[config.mk]
export PLATFORM = sky130hd
export DESIGN_NAME = demux_serialiser_flat
export DESIGN_NICKNAME = d
export VERILOG_FILES = /design/src/rtl/demux_serialiser_if.sv /design/src/rtl/demux_serialiser.sv /design/src/flat_wrapper.sv
export SDC_FILE = /design/constraint.sdc
export NUM_CORES = 1
export LEC_CHECK = 0
export CORE_AREA = 2 2 75 55
export DETAILED_ROUTE_END_ITERATION = 16
export DIE_AREA = 0 0 77 57
export PLACE_DENSITY = 0.77
export RECOVER_POWER = 50
export SYNTH_ARGS = -nofsm -noshare
export SYNTH_HDL_FRONTEND = slang
export SYNTH_SLANG_ARGS = --single-unit
[constraint.sdc]
create_clock -name clk -period 2 [get_ports clk]
set_input_delay 0.3 -clock clk [delete_from_list [all_inputs] [get_ports clk]]
set_output_delay 0.3 -clock clk [all_outputs]
set_load 0.01 [all_outputs]
[src/rtl/demux_serialiser_if.sv]
// demux_serialiser_if: parallel word input plus the serial drive towards the 1-to-8 demux.
//
// Handshake: a word (in_data together with mask) transfers on a rising clk edge
// where in_valid and in_ready are both high. in_ready never depends on in_valid.
// While in_valid is high and the word has not transferred, the word is not
// consumed; the serialiser ignores in_data/mask whenever in_ready is low.
interface demux_serialiser_if #(
    parameter int WIDTH = 8,
    parameter int SELW  = $clog2(WIDTH)
);
    logic [WIDTH-1:0] in_data;
    logic             in_valid;
    logic             in_ready;
    logic [WIDTH-1:0] mask;
    logic             d;
    logic [SELW-1:0]  sel;
    logic             strobe;
    logic             done;
    logic             busy;

    // Word source / demux consumer side.
    modport master (
        output in_data, in_valid, mask,
        input  in_ready, d, sel, strobe, done, busy
    );

    // Serialiser side.
    modport slave (
        input  in_data, in_valid, mask,
        output in_ready, d, sel, strobe, done, busy
    );
endinterface

[src/rtl/demux_serialiser.sv]
// demux_serialiser: buffers one parallel word and shifts it out one enabled
// channel per clock as (d, sel, strobe) for the downstream 1-to-8 demux.
// A hold register decouples input acceptance from shifting so words can run
// back to back; disabled channels are skipped without spending cycles.
module demux_serialiser #(
    parameter int WIDTH = 8,
    parameter int SELW  = $clog2(WIDTH)
) (
    input  logic               clk,
    input  logic               n_reset,
    demux_serialiser_if.slave  bus,
    output logic               dbg_state,
    output logic               dbg_hfull
);

    localparam logic [0:0] ST_IDLE  = 1'b0;
    localparam logic [0:0] ST_SHIFT = 1'b1;

    logic [0:0]       state;

    // Hold register: the next word waiting for the shifter.
    logic [WIDTH-1:0] hreg;
    logic [WIDTH-1:0] hmask;
    logic             hfull;

    // Shift register: the word currently being presented.
    logic [WIDTH-1:0] sreg;
    logic [WIDTH-1:0] smask;
    logic [SELW-1:0]  ptr;

    logic             accept;
    logic             load;
    logic             shifting;
    logic             last;
    logic             live;
    logic [SELW-1:0]  first_ptr;
    logic [SELW-1:0]  higher_ptr;
    logic             has_higher;

    assign shifting = (state == ST_SHIFT);
    assign accept   = bus.in_valid && !hfull;

    // The pointer only ever sits on an enabled channel, except for an empty
    // mask where it stays at 0 and smask[0] is clear, so nothing is strobed.
    assign live     = shifting && smask[ptr];
    assign last     = shifting && !has_higher;
    assign load     = hfull && ((state == ST_IDLE) || last);

    // Lowest enabled channel of the held word (0 when the mask is empty).
    always_comb begin
        first_ptr = '0;
        for (int i = WIDTH - 1; i >= 0; i--) begin
            if (hmask[i]) begin
                first_ptr = i[SELW-1:0];
            end
        end
    end

    // Next enabled channel strictly above the current pointer, if any.
    always_comb begin
        higher_ptr = '0;
        has_higher = 1'b0;
        for (int i = WIDTH - 1; i >= 0; i--) begin
            if (smask[i] && (i > int'(ptr))) begin
                higher_ptr = i[SELW-1:0];
                has_higher = 1'b1;
            end
        end
    end

    // Hold register capture on accept, release on load.
    always_ff @(posedge clk or negedge n_reset) begin
        if (!n_reset) begin
            hreg  <= '0;
            hmask <= '0;
            hfull <= 1'b0;
        end else if (accept) begin
            hreg  <= bus.in_data;
            hmask <= bus.mask;
            hfull <= 1'b1;
        end else if (load) begin
            hfull <= 1'b0;
        end
    end

    // Shift register load and channel pointer advance.
    always_ff @(posedge clk or negedge n_reset) begin
        if (!n_reset) begin
            sreg  <= '0;
            smask <= '0;
            ptr   <= '0;
        end else if (load) begin
            sreg  <= hreg;
            smask <= hmask;
            ptr   <= first_ptr;
        end else if (shifting && !last) begin
            ptr   <= higher_ptr;
        end
    end

    // Control FSM: IDLE until a word is held, SHIFT while a word is presented.
    always_ff @(posedge clk or negedge n_reset) begin
        if (!n_reset) begin
            state <= ST_IDLE;
        end else if (load) begin
            state <= ST_SHIFT;
        end else if (last) begin
            state <= ST_IDLE;
        end
    end

    // Outputs are forced to zero whenever no channel write is live, so the
    // demux drives all-zero outputs between and around words.
    assign bus.in_ready = !hfull;
    assign bus.strobe   = live;
    assign bus.sel      = live ? ptr : '0;
    assign bus.d        = live ? sreg[ptr] : 1'b0;
    assign bus.done     = last;
    assign bus.busy     = shifting;

    assign dbg_state    = state;
    assign dbg_hfull    = hfull;

endmodule
[src/flat_wrapper.sv]
// flat-port wrapper written by rule: the top's interface ports become plain ports
module demux_serialiser_flat 
#(
    parameter int WIDTH = 8,
    parameter int SELW  = $clog2(WIDTH)
)
  (clk, n_reset, dbg_state, dbg_hfull, bus_in_data, bus_in_valid, bus_mask, bus_in_ready, bus_d, bus_sel, bus_strobe, bus_done, bus_busy);
  demux_serialiser_if #(.WIDTH(WIDTH), .SELW(SELW)) bus_i ();
  input  logic clk;
  input  logic n_reset;
  output logic dbg_state;
  output logic dbg_hfull;
  input wire logic [$bits(bus_i.in_data)-1:0] bus_in_data;
  input wire logic [$bits(bus_i.in_valid)-1:0] bus_in_valid;
  input wire logic [$bits(bus_i.mask)-1:0] bus_mask;
  output wire logic [$bits(bus_i.in_ready)-1:0] bus_in_ready;
  output wire logic [$bits(bus_i.d)-1:0] bus_d;
  output wire logic [$bits(bus_i.sel)-1:0] bus_sel;
  output wire logic [$bits(bus_i.strobe)-1:0] bus_strobe;
  output wire logic [$bits(bus_i.done)-1:0] bus_done;
  output wire logic [$bits(bus_i.busy)-1:0] bus_busy;
  assign bus_i.in_data = bus_in_data;
  assign bus_i.in_valid = bus_in_valid;
  assign bus_i.mask = bus_mask;
  assign bus_in_ready = bus_i.in_ready;
  assign bus_d = bus_i.d;
  assign bus_sel = bus_i.sel;
  assign bus_strobe = bus_i.strobe;
  assign bus_done = bus_i.done;
  assign bus_busy = bus_i.busy;
  demux_serialiser #(.WIDTH(WIDTH), .SELW(SELW)) u_core (.clk(clk), .n_reset(n_reset), .bus(bus_i), .dbg_state(dbg_state), .dbg_hfull(dbg_hfull));
endmodule
==> flow_summary.yaml <==
layout:
  layout.cells.non_filler: 263
  syn_to_final_growth_pct: 38.5
  finalNetCount: 229
  num_antenna_cells: 0
  layout-drive-gt1-share: 0.431
status:
  violations: "negative setup slack"
  status: "finished, violations left"
detailed_routing:
  vias: 1462
  drc: 0
  wl_per_cell_um: 16.8
  wl_um: 4410
  antenna_left: 0
  first_pass_iters: 4
  drt_iter0_drc: 114
  via_per_inst: 5.56
synth:
  async_flop_share: 1.00
  ys_seq_area_frac: 0.492
  ys_seq_elements: 37
  synth_top_area_frac: 0.492
  syn-num-nets: 172
  synthTopCellsByCount: "dfrtp_1 (37), mux2_2 (20), nand2_1 (14), mux2_4 (10), nor2_1 (7)"
  ys.warnings.count: 0
  yosys_most_used_dff: "dfrtp_1"
  yosysTopAreaCell: "dfrtp_1"
  synth_area_um2: 1880
  syn_avg_cell_area_um2: 12.3
  synth-edff-count: 0
  ys_types: 37
  synth_most_common_cell: "dfrtp_1"
  synthCells: 153
  netlist_top_cells_area: "dfrtp_1 (49%), mux2_2 (12%), mux2_4 (8.0%)"
setup_path:
  slowest_delay_ps: 510
  worstPathCellList: "mux4_2, nand2_1, a21boi_2, buf_4, and2_4, buf_6"
  start_kind: "register"
  crit_type: "reg -> out"
  arrival_ps: 1810
  r2r-end: "u_core.sreg[5]"
  required_ps: 1700
  cp_slowest_cell: "mux4_2"
  r2r-start: "u_core.ptr[0]"
  critPathCaptureType: "output port"
  crit_fanout: 3
  rrSetupSlack_ps: -50
  worst_r2r_path_depth: 8
  critical_path.startpoint: "u_core.ptr[0]"
timing:
  tightestPinTransition_ps: 896
  fin_crit_sh: 1.06
  maxSlewViolCount: 0
  whs_ps: 507
  hold_viol: 0
  setup_viol: 21
  finClkSkew_ps: 4.45
  period_needed_ps: 2110
  rsz0062_at_grt: "true"
  setup_slack_ps: -111
  relSlewSlack: 0.403
  clock.fmax_mhz: 474
clock_network:
  insertion_delay_ps: 290
  cts_buffers: 5
  cts_root_buffer: "clkbuf_8"
  ctsHtreeMaxLevel: 2
  cts.sinks: 37
  cts_tree: "built"
  cts_buffer_depth: 2
  clkTransAtPathRegs_ps: 80
floorplanning:
  rows: 19
  initial_utilization: 0.501
  num_io_pins: 29
  die_height_um: 57
  fp.coreArea_um2: 3760
  die_w_um: 77
  die-area_um2: 4390
power:
  powerDensity_nw_per_um2: 1960
  peakVddDrop_mv: 0.958
  p_total_mw: 5.11
  p_leak_nw: 1.17
min_path:
  hold_path_depth: 1
  worstHoldPathType: "reg -> reg"
  min_from: "u_core.hreg[6]"
  hold_end: "u_core.sreg[6]"
grt:
  grt_start_max_net_pins: 38
  antenna_found_initial: 0
  grt_pass1_wl_um: 7330
  grt_overflow_total: 0
  grt_pass1_vias: 1477
  grt_usage: 0.220
placed_design:
  io_buffers: 28
  place_congestion: 0.979
  place_inst: 245
  hpwl_um: 2940
flow_run:
  maxCapViolations: 0
## stage by stage
stage,util,worst slack [ps],cell area [µm²],TNS (ps)
4_1_cts,0.679,-106,2550,-333
2_1_floorplan,-,112,1880,0
5_1_grt,0.695,-166,2610,-2130
6_report,0.695,-111,2610,-789
3_3_place_gp,0.624,-91.3,2340,-216
3_5_place_dp,0.624,-135,2340,-884
## registers in the layout (all words and copies together) (netlist names)
name and flops:
u_core.sreg 8, u_core.dbg_hfull 1, u_core.bus.busy 1, u_core.hreg 8, u_core.hmask 8, u_core.ptr 3
u_core.smask 8
## layout by cell type, fill, tap and decap left out, types with 3 or more instances in the layout
master	Yosys	routed
dfrtp_1	37	35
buf_4	1	23
clkdlybuf4s50_1	0	21
mux2_2	20	20
nand2_1	14	13
mux2_4	10	10
nor2_1	7	7
nor2b_1	6	6
o21ai_0	6	6
clkbuf_8	0	5
mux4_2	4	4
inv_1	5	4
o21bai_1	4	4
a21oi_1	4	4
buf_6	1	4
buf_2	2	3
buf_12	0	3
## cell type report
cell class                 count  area [µm²]
sequential                    37         928
clock inverter                 2        38.8
timing repair buffer          57         543
fill                         267        1150
inverter                       5        18.8
tap                           52        65.1
multi-input combinational    104         942
clock buffer                   6        72.6
## per-layer routing
metal / global-route usage / vias up / part of all wire
met2: 0.357 / 49 / 0.47
met5: 0 / - / 0
met1: 0.291 / 739 / 0.47
met4: 0.0740 / 0 / 0.021
li1: - / 662 / -
met3: 0.0633 / 12 / 0.043
## worst max-delay path, delay by kind of cell, from the launching register on
kind	cells	cell delay [ps]
buffers and inverters	2	260
flip-flops	1	410
AND/OR/NAND/NOR	2	270
AO/OA/AOI/OAI	1	70
multiplexers	1	510
## how the worst max path moves through the flow
stage / end / slack, ps / depth (start not counted)
global placement: bus_d / -90 / 5
global route: bus_d / -170 / 6
finish: bus_sel[1] / -110 / 6
floorplan: bus_d / 110 / 5
CTS: bus_sel[1] / -110 / 6
detailed placement: bus_d / -130 / 5
## timing repair
item                       CTS  global route
buffers inserted             8             2
resized for setup           33             9
setup endpoints to repair   22            23
cloned                       0             1
pin swaps                    3             4
hold buffers                 0             0
## power breakdown
group	internal [mW]	total [mW]	switching (mW)
registers	1.14	1.54	0.391
clock network	0.374	0.660	0.285
logic	1.77	2.92	1.15
## kinds of logic after synthesis
logic type             after synthesis  synth area share
muxes                               36             0.258
and+or+nand+nor                     40             0.112
AOI/OAI and AO/OA                   28             0.108
buffers and inverters               12            0.0312
DFF                                 37             0.492
Power figures use the tool's default switching activity.
